**src/rtl/run_ctrl_fsm_if.sv**
```systemverilog
// Processor execution handshake between the front-panel controller (master)
// and the microsequencer (slave).
interface run_ctrl_fsm_if;
  logic cpu_en;
  logic cpu_ack;

  modport master (output cpu_en, input cpu_ack);
  modport slave  (input cpu_en, output cpu_ack);
endinterface

```
**src/rtl/run_ctrl_fsm.sv**
```systemverilog
// MIC-1 front-panel execution controller: button debounce, run/step/burst sequencing,
// microcycle counter. Breakpoint/HALT support is built when RUN_CTRL_BREAKPOINT_EN is defined.
module run_ctrl_fsm #(
  parameter int DB_CYCLES = 500000,
  parameter int CNT_W     = 16,
  parameter int BURST_N   = 4,
  parameter int LED_W     = 4,
  parameter int N_BTN     = 5
) (
  input  logic               clk,
  input  logic               resetn,
  input  logic [N_BTN-1:0]   button,
  run_ctrl_fsm_if.master     cpu_bus,
  input  logic               bp_en,
  input  logic [CNT_W-1:0]   bp_value,
  output logic [CNT_W-1:0]   cycle_cnt,
  output logic [2:0]         state,
  output logic               led_run_status,
  output logic               led_idle,
  output logic               led_halt,
  output logic [LED_W-1:0]   led_run_step
);

  localparam int DB_W = (DB_CYCLES < 2) ? 1 : $clog2(DB_CYCLES);
  localparam logic [DB_W-1:0] DB_LAST = DB_W'(DB_CYCLES - 1);

  typedef enum logic [2:0] {
    S_IDLE  = 3'd0,
    S_RUN   = 3'd1,
    S_STEP  = 3'd2,
    S_BURST = 3'd3,
    S_HALT  = 3'd4
  } state_t;

  logic [N_BTN-1:0] w_press;

  // Per-button synchroniser and debouncer; the press pulse coincides with
  // the clk edge on which the debounced level rises.
  for (genvar gi = 0; gi < N_BTN; gi++) begin : g_btn
    logic            r_sync1;
    logic            r_sync2;
    logic            r_level;
    logic [DB_W-1:0] r_db_cnt;
    logic            w_diff;

    assign w_diff      = r_sync2 ^ r_level;
    assign w_press[gi] = w_diff & ~r_level & (r_db_cnt == DB_LAST);

    always_ff @(posedge clk) begin
      if (resetn) begin
        r_sync1  <= 1'b0;
        r_sync2  <= 1'b0;
        r_level  <= 1'b0;
        r_db_cnt <= '0;
      end else begin
        r_sync1 <= button[gi];
        r_sync2 <= r_sync1;
        if (!w_diff) begin
          r_db_cnt <= '0;
        end else if (r_db_cnt == DB_LAST) begin
          r_db_cnt <= '0;
          r_level  <= ~r_level;
        end else begin
          r_db_cnt <= r_db_cnt + DB_W'(1);
        end
      end
    end
  end

  // Priority: stop > run > step > burst > clear.
  logic w_ev_stop, w_ev_run, w_ev_step, w_ev_burst, w_ev_clear;
  assign w_ev_stop  = w_press[3];
  assign w_ev_run   = w_press[0] & ~w_press[3];
  assign w_ev_step  = w_press[2] & ~w_press[3] & ~w_press[0];
  assign w_ev_burst = w_press[1] & ~w_press[3] & ~w_press[0] & ~w_press[2];
  assign w_ev_clear = w_press[4] & ~w_press[3] & ~w_press[0] & ~w_press[2] & ~w_press[1];

  state_t           r_state, w_state_next;
  logic [CNT_W-1:0] r_cnt, w_cnt_next;
  logic [CNT_W-1:0] r_rem, w_rem_next;
  logic [CNT_W-1:0] w_cnt_inc;
  logic             w_cpu_en;
  logic             w_exec;
  logic             w_bp_hit;

  assign w_cpu_en  = (r_state == S_RUN) || (r_state == S_STEP) || (r_state == S_BURST);
  assign w_exec    = w_cpu_en & cpu_bus.cpu_ack;
  assign w_cnt_inc = r_cnt + CNT_W'(1);

`ifdef RUN_CTRL_BREAKPOINT_EN
  logic r_bp_armed;

  assign w_bp_hit = bp_en & r_bp_armed & w_exec & (w_cnt_inc == bp_value);

  // Disarm on HALT entry so resuming at bp_value cannot re-trigger at once.
  always_ff @(posedge clk) begin
    if (resetn) begin
      r_bp_armed <= 1'b1;
    end else if ((w_state_next == S_HALT) && (r_state != S_HALT)) begin
      r_bp_armed <= 1'b0;
    end else if (w_exec) begin
      r_bp_armed <= 1'b1;
    end
  end
`else
  logic w_unused_bp;

  assign w_bp_hit    = 1'b0;
  assign w_unused_bp = ^{bp_en, bp_value};
`endif

  always_ff @(posedge clk) begin
    if (resetn) begin
      r_state <= S_IDLE;
      r_cnt   <= '0;
      r_rem   <= '0;
    end else begin
      r_state <= w_state_next;
      r_cnt   <= w_cnt_next;
      r_rem   <= w_rem_next;
    end
  end

  always_comb begin
    w_state_next = r_state;
    w_cnt_next   = w_exec ? w_cnt_inc : r_cnt;
    w_rem_next   = r_rem;
    case (r_state)
      S_IDLE, S_HALT: begin
        if (w_ev_stop) begin
          w_state_next = S_IDLE;
        end else if (w_ev_run) begin
          w_state_next = S_RUN;
        end else if (w_ev_step) begin
          w_state_next = S_STEP;
        end else if (w_ev_burst) begin
          w_state_next = S_BURST;
          w_rem_next   = CNT_W'(BURST_N);
        end else if (w_ev_clear) begin
          w_cnt_next   = '0;
        end
      end
      S_RUN: begin
        if (w_ev_stop) begin
          w_state_next = S_IDLE;
        end else if (w_bp_hit) begin
          w_state_next = S_HALT;
        end
      end
      S_STEP: begin
        if (w_ev_stop || w_exec) begin
          w_state_next = S_IDLE;
        end
      end
      S_BURST: begin
        if (w_ev_stop) begin
          w_state_next = S_IDLE;
          w_rem_next   = '0;
        end else if (w_exec) begin
          w_rem_next = r_rem - CNT_W'(1);
          if (r_rem == CNT_W'(1)) begin
            w_state_next = S_IDLE;
          end else if (w_bp_hit) begin
            w_state_next = S_HALT;
          end
        end
      end
      default: begin
        w_state_next = S_IDLE;
      end
    endcase
  end

  assign cpu_bus.cpu_en = w_cpu_en;
  assign cycle_cnt      = r_cnt;
  assign state          = r_state;
  assign led_run_status = w_cpu_en;
  assign led_idle       = (r_state == S_IDLE);
`ifdef RUN_CTRL_BREAKPOINT_EN
  assign led_halt       = (r_state == S_HALT);
`else
  assign led_halt       = 1'b0;
`endif
  assign led_run_step   = r_cnt[LED_W-1:0];

endmodule

```
**src/flat_wrapper.sv**
```systemverilog
// flat-port wrapper written by rule: the top's interface ports become plain ports
module run_ctrl_fsm_flat 
#(
  parameter int DB_CYCLES = 500000,
  parameter int CNT_W     = 16,
  parameter int BURST_N   = 4,
  parameter int LED_W     = 4,
  parameter int N_BTN     = 5
)
  (clk, resetn, button, bp_en, bp_value, cycle_cnt, state, led_run_status, led_idle, led_halt, led_run_step, cpu_bus_cpu_en, cpu_bus_cpu_ack);
  run_ctrl_fsm_if cpu_bus_i ();
  input  logic clk;
  input  logic resetn;
  input  logic [N_BTN-1:0] button;
  input  logic bp_en;
  input  logic [CNT_W-1:0] bp_value;
  output logic [CNT_W-1:0] cycle_cnt;
  output logic [2:0] state;
  output logic led_run_status;
  output logic led_idle;
  output logic led_halt;
  output logic [LED_W-1:0] led_run_step;
  output wire logic [$bits(cpu_bus_i.cpu_en)-1:0] cpu_bus_cpu_en;
  input wire logic [$bits(cpu_bus_i.cpu_ack)-1:0] cpu_bus_cpu_ack;
  assign cpu_bus_cpu_en = cpu_bus_i.cpu_en;
  assign cpu_bus_i.cpu_ack = cpu_bus_cpu_ack;
  run_ctrl_fsm #(.DB_CYCLES(DB_CYCLES), .CNT_W(CNT_W), .BURST_N(BURST_N), .LED_W(LED_W), .N_BTN(N_BTN)) u_core (.clk(clk), .resetn(resetn), .button(button), .cpu_bus(cpu_bus_i), .bp_en(bp_en), .bp_value(bp_value), .cycle_cnt(cycle_cnt), .state(state), .led_run_status(led_run_status), .led_idle(led_idle), .led_halt(led_halt), .led_run_step(led_run_step));
endmodule
```
**config.mk**
```make
export PLATFORM = sky130hd
export DESIGN_NAME = run_ctrl_fsm_flat
export DESIGN_NICKNAME = d
export VERILOG_FILES = /design/src/rtl/run_ctrl_fsm_if.sv /design/src/rtl/run_ctrl_fsm.sv /design/src/flat_wrapper.sv
export SDC_FILE = /design/constraint.sdc
export NUM_CORES = 1
export LEC_CHECK = 0
export CORE_MARGIN = 3
export CORE_UTILIZATION = 34
export CTS_CLUSTER_SIZE = 12
export DETAILED_ROUTE_END_ITERATION = 12
export PLACE_DENSITY = 0.52
export SLEW_MARGIN = 10
export SYNTH_ARGS = -nofsm -noshare
export SYNTH_HDL_FRONTEND = slang
export SYNTH_SLANG_ARGS = --single-unit
```
**constraint.sdc**
```tcl
create_clock -name clk -period 2.2 [get_ports clk]
set_clock_uncertainty 0.15 [all_clocks]
set_input_delay 0.33 -clock clk [delete_from_list [all_inputs] [get_ports clk]]
set_output_delay 0.33 -clock clk [all_outputs]
set_load 0.005 [all_outputs]
```
Word level (Yosys, flattened, before mapping)
Cells that the tools add are included.
{ "classes": {"n_eq_ne": 19, "n_mux": 24, "bitwise": 40, "n_addsub": 7, "reduce_logical": 18} }
{ "op_table": {"columns": ["operator", "count"], "rows": [
  ["16-bit two-way mux", 13],
  ["19-bit by 1-bit adder with 19-bit output (second input constant)", 5],
  ["19-bit equality test (second input constant)", 5],
  ["16-bit case mux with 2 select lines", 1],
  ["3-bit two-way mux", 9],
  ["1-bit AND", 21],
  ["16-bit by 1-bit adder with 16-bit output (second input constant)", 1],
  ["16-bit by 1-bit equality test with 1-bit output (second input constant)", 1],
  ["16-bit by 1-bit subtractor with 16-bit output (second input constant)", 1],
  ["3-bit OR reduction", 5],
  ["1-bit inverter", 14],
  ["3-bit case mux with 4 select lines", 1],
  ["2-bit AND reduction", 5],
  ["2-bit inequality test (second input constant)", 4],
  ["3-bit by 2-bit equality test with 1-bit output (second input constant)", 2],
  ["6-bit AND reduction", 1],
  ["5-bit by 1-bit inequality test with 1-bit output (second input constant)", 1],
  ["5-bit AND reduction", 1],
  ["1-bit XOR", 5],
  ["2-bit by 1-bit inequality test with 1-bit output (second input constant)", 2],
  ["3-bit by 1-bit equality test with 1-bit output (second input constant)", 1],
  ["3-bit equality test (second input constant)", 1],
  ["3-bit zero test", 1],
  ["1-bit logical OR", 3],
  ["4 further kinds", 4]
]} }
{ "totals": {"out_inout_bits": 27, "reg_bits": 145, "wordCells": 131, "input_bits": 25} }

Depth between registers and ports, before layout
Gate-level depths: netlist of run 1.
{ "logic_depth": {"word_depth": 14, "depth_mapped": 9, "depth_no_buf": 8} }

Worst setup path after synthesis of run 1
No wires, ideal clock.
{ "synth_timing": {"kind": "reg-to-reg", "startpoint": "register u_core.r_rem[4]", "endpoint": "register u_core.r_rem[15]", "arrival_time_ns": 1.900, "setup_slack_ns": 0.018, "stages_incl_launch_ff": 8, "required_time_ns": 1.918, "n_path_buf": 1, "setup_ns": 0.132, "period_less_slack_ns": 2.182, "path_cell_list": "dfxtp_1 -> or3_4 -> or4b_4 -> buf_6 -> nor3_4 -> mux2_1 -> nand2_1 -> a21oi_1"} }
{ "synth_via": {"elab_chain_len": 4} }
{ "synth_rtl": {"columns": ["element", "line", "text"], "rows": [
  ["start: declaration", "run_ctrl_fsm.sv:80", "logic [CNT_W-1:0] r_rem, w_rem_next;"],
  ["start signal: assignment", "run_ctrl_fsm.sv:120", "r_rem <= w_rem_next;"],
  ["16-bit by 1-bit subtractor with 16-bit output", "run_ctrl_fsm.sv:160", "w_rem_next = r_rem - CNT_W'(1);"],
  ["16-bit two-way mux", "run_ctrl_fsm.sv:159", "end else if (w_exec) begin"],
  ["16-bit two-way mux", "run_ctrl_fsm.sv:156", "if (w_ev_stop) begin"],
  ["16-bit case mux with 2 select lines", "run_ctrl_fsm.sv:128", "case (r_state)"]
]} }
Every way passes these cells. The select of a mux whose other input is x is not followed.
A chain may end at the register's enable or synchronous reset.

Worst setup path after layout of run 1
{ "layout_timing": {"startpoint": "register u_core.r_rem[8]", "endpoint": "register u_core.r_rem[15]"} }
Same word-level chain as after synthesis.

==> results by group, run 1 <==
Place
  – Worst slack at placement: -0.0968 ns
  – # port buffers: 32
  – Dpl hpwl: 9.33 mm
  – Placed cells: 1,096
  – Placed Area: 7600 um^2
  – Placer Congestion: 0.783

Timing
  – Final hold viol count: 0
  – Max-slew violations: 0
  – Min cycle time layout: 2.19 ns
  – Final worst slack: 0.00740 ns
  – Min Hold Slack: 0.292 ns
  – Final setup viols: 0
  – Tcrit/Tclk final: 99.7%
  – Unrepaired setup endpoints after global routing: yes
  – Setup_tns: 0 ns
  – Max Freq: 0.456 GHz

Floorplanning
  – Die height: 145 um
  – Core Region: 18,800 um^2
  – I/O pin count: 52
  – Chip Width: 145 um
  – # rows: 50
  – Total die area: 21,000 um^2
  – Starting Density: 34.9%

Clock network
  – Clock Tree Buf Depth: 2
  – H-tree Lvls: 4
  – Total CTS buffers: 17
  – Clk slew on worst S/H paths: 0.06 ns
  – Root Buffer: clkbuf_16
  – TritonCTS clock tree: done
  – # clock sinks: 144
  – Hold buffers post-CTS: 0
  – Worst-skew pair later-pin latency: 0.42 ns

Global route
  – Vias in the first global route: 4,969
  – Initial antenna violation count: 0
  – Largest net degree at the start of global routing: 20
  – Final global-route overflow total: 0
  – First-pass GRT wire length: 23.3 mm
  – Gr usage total: 13.2%

Setup path
  – Worst Path Arrival: 2.34 ns
  – Worst path top cell family by delay: simple AND/OR/NAND/NOR gates
  – Crit start category: flop
  – FF-to-FF path depth: 6
  – WP buf/inv: 0
  – Crit. path cell count: 6
  – CP max stage delay: 0.59 ns
  – Crit-path cells: or4_1 -> or3_4 -> nor3_4 -> mux2_1 -> nand2_1 -> a21oi_1
  – Max Fanout on Critical Path: 5
  – Worst path required time: 2.35 ns
  – Critical Path End Type: flop
  – Setup CP Type: reg -> reg
  – CP max-delay cell: or4_1

Pwr
  – Overall power: 5.73 mW
  – Pwr dens: 690 nW/um^2
  – Static Leak: 2.99 nW
  – Max VDD drop: 458 uV

Synthesis
  – Main synth FF type: dfxtp_1
  – Number of synthesized flops with an enable pin: 0
  – Asr flop ratio synth: 0%
  – Multiplexer share of the synthesized area: 1.01%
  – Synth area leaders: dfxtp_1 44%, nor2_1 8.6%, xor2_1 8.4%
  – Register area share after synthesis: 43.8%
  – Distinct cells, synth: 56
  – Synthesis-stage register bit count: 144
  – Syn Inst Count: 762
  – Warnings, synthesis: 0
  – Yosys top cell by area: dfxtp_1
  – Mapped Area: 6580 um^2
  – Xor/xnor share of the synthesized area: 13.5%
  – Synth Area in Adders: 2.47%
  – Compound-Gate Fraction of Synth Area: 6.03%
  – Synth top area share: 43.8%
  – Syn avg cell area: 8.63 um^2
  – Largest family of logic cells by synthesized area: simple AND/OR/NAND/NOR gates
  – Simple-gate share of the synthesized area: 29.6%

Min path
  – Cell depth of the worst hold path: 1
  – Hold crit path type: reg -> reg

Drt
  – DRC viols: 0
  – Initial DRC Count: 186
  – Avg Vias per Cell: 4.57
  – Post-Route WL: 13.2 mm
  – Wire per inst: 11.7 um
  – Via count: 5,151
  – Drt pass-1 iters: 4
  – Antenna-violating nets left: 0

Cells and area
  – Fin util: 44.1%
  – N_diodes: 0
  – Layout cells sized above 1: 15.3%
  – Post-layout instance area: 8300 um^2
  – Area Growth Syn to Fin: 26.3%
  – Commonest non-fill, non-tap cell in the layout: nor2_1
  – Most frequent cells in the layout: 150 x nor2_1, 141 x dfxtp_1, 68 x buf_4
  – Final cell count without fillers: 1,127
  – Layout Nets: 895

Status
  – Status: completed

Run
  – Max_cap viols: 0
## cell usage after synthesis, types with 3 or more instances
master,n
a21oi_1,18
nand3_1,42
and4_1,10
buf_4,7
nor4b_1,3
inv_1,19
xnor2_1,38
or3_1,9
o21ai_1,12
clkbuf_1,12
nor3_1,16
nor2b_1,12
ha_1,13
a31oi_1,5
buf_2,3
xor2_1,63
and3_1,23
mux2_2,3
nor4bb_1,4
nand4_1,16
dfxtp_1,144
o21ai_0,13
o21a_1,7
and2_1,3
or2_2,5
nor3b_1,3
nor4_1,11
nor2_1,150
nand2_1,62
## metal layers
| layer | GRT usage (%) | wire [um] | up-vias |
|---|---|---|---|
| met1 | 17.5 | 6750 | 2332 |
| met4 | 3.56 | 158 | 0 |
| met3 | 3.94 | 416 | 16 |
| li1 | - | - | 2758 |
| met2 | 21.1 | 5920 | 45 |
| met5 | 0 | 0 | - |
## power breakdown
group | leakage [nW] | internal (mW) | total, mW | switching, mW
sequential | 1.16 | 2.62 | 2.62 | 0.00462
clock | 0.297 | 1.94 | 3.01 | 1.07
combinational | 1.53 | 0.0425 | 0.0965 | 0.0541
## registers in the layout (all words and copies together) (netlist names)
signal                 flops
u_core.g_btn.r_db_cnt     95
u_core.g_btn.r_sync1       5
u_core.cycle_cnt          16
u_core.g_btn.r_sync2       5
u_core.g_btn.r_level       5
u_core.state               2
u_core.r_rem              16
## logic make-up after synthesis
group	count (synthesis)
AOI/OAI and AO/OA	64
xor gates and xnor gates	101
adders and majority gates	13
buffers and inverters	46
DFF	144
muxes	6
other	1
and+or+nand+nor	387
## final cells by class
type | instances | area, um^2
fill | 1917 | 10500
multi-input combinational | 573 | 3530
clock buffer | 19 | 453
inverter | 19 | 71.3
tap | 260 | 325
timing repair buffer | 102 | 870
sequential | 144 | 2890
clock inverter | 10 | 163
## final timing paths
| kind | end | start | slack, ns |
|---|---|---|---|
| hold / removal | u_core.g_btn[4].r_sync2 | u_core.g_btn[4].r_sync1 | 0.29 |
| setup / recovery | u_core.r_rem[15] | u_core.r_rem[8] | 0.007 |
| hold reg to reg | u_core.g_btn[4].r_sync2 | u_core.g_btn[4].r_sync1 | 0.29 |
| setup reg to reg | u_core.r_rem[15] | u_core.r_rem[8] | 0.007 |
## timing repair
action | 4_1_cts | 5_1_grt
gates resized for setup | 9 | 12
setup endpoints to repair | 34 | 41
pin swaps | 3 | 3
buffers inserted | 2 | 1
No activity file was read; power rests on OpenSTA's default activity.
==> run 2, diff against run 1 <==
--- a/config.mk
+++ b/config.mk
@@ -9,6 +9,7 @@
 export CORE_UTILIZATION = 34
 export CTS_CLUSTER_SIZE = 12
 export DETAILED_ROUTE_END_ITERATION = 12
+export GPL_ROUTABILITY_DRIVEN = 0
 export PLACE_DENSITY = 0.52
 export SLEW_MARGIN = 10
 export SYNTH_ARGS = -nofsm -noshare
==> results of run 2 <==
No change in the layout: final DEF, timing and power equal those of run 1.
==> run 3, diff against run 2 <==
--- a/config.mk
+++ b/config.mk
@@ -10,6 +10,7 @@
 export CTS_CLUSTER_SIZE = 12
 export DETAILED_ROUTE_END_ITERATION = 12
 export GPL_ROUTABILITY_DRIVEN = 0
+export GPL_TIMING_DRIVEN = 1
 export PLACE_DENSITY = 0.52
 export SLEW_MARGIN = 10
 export SYNTH_ARGS = -nofsm -noshare
==> results of run 3 <==
No change in the layout: final DEF, timing and power equal those of run 1.
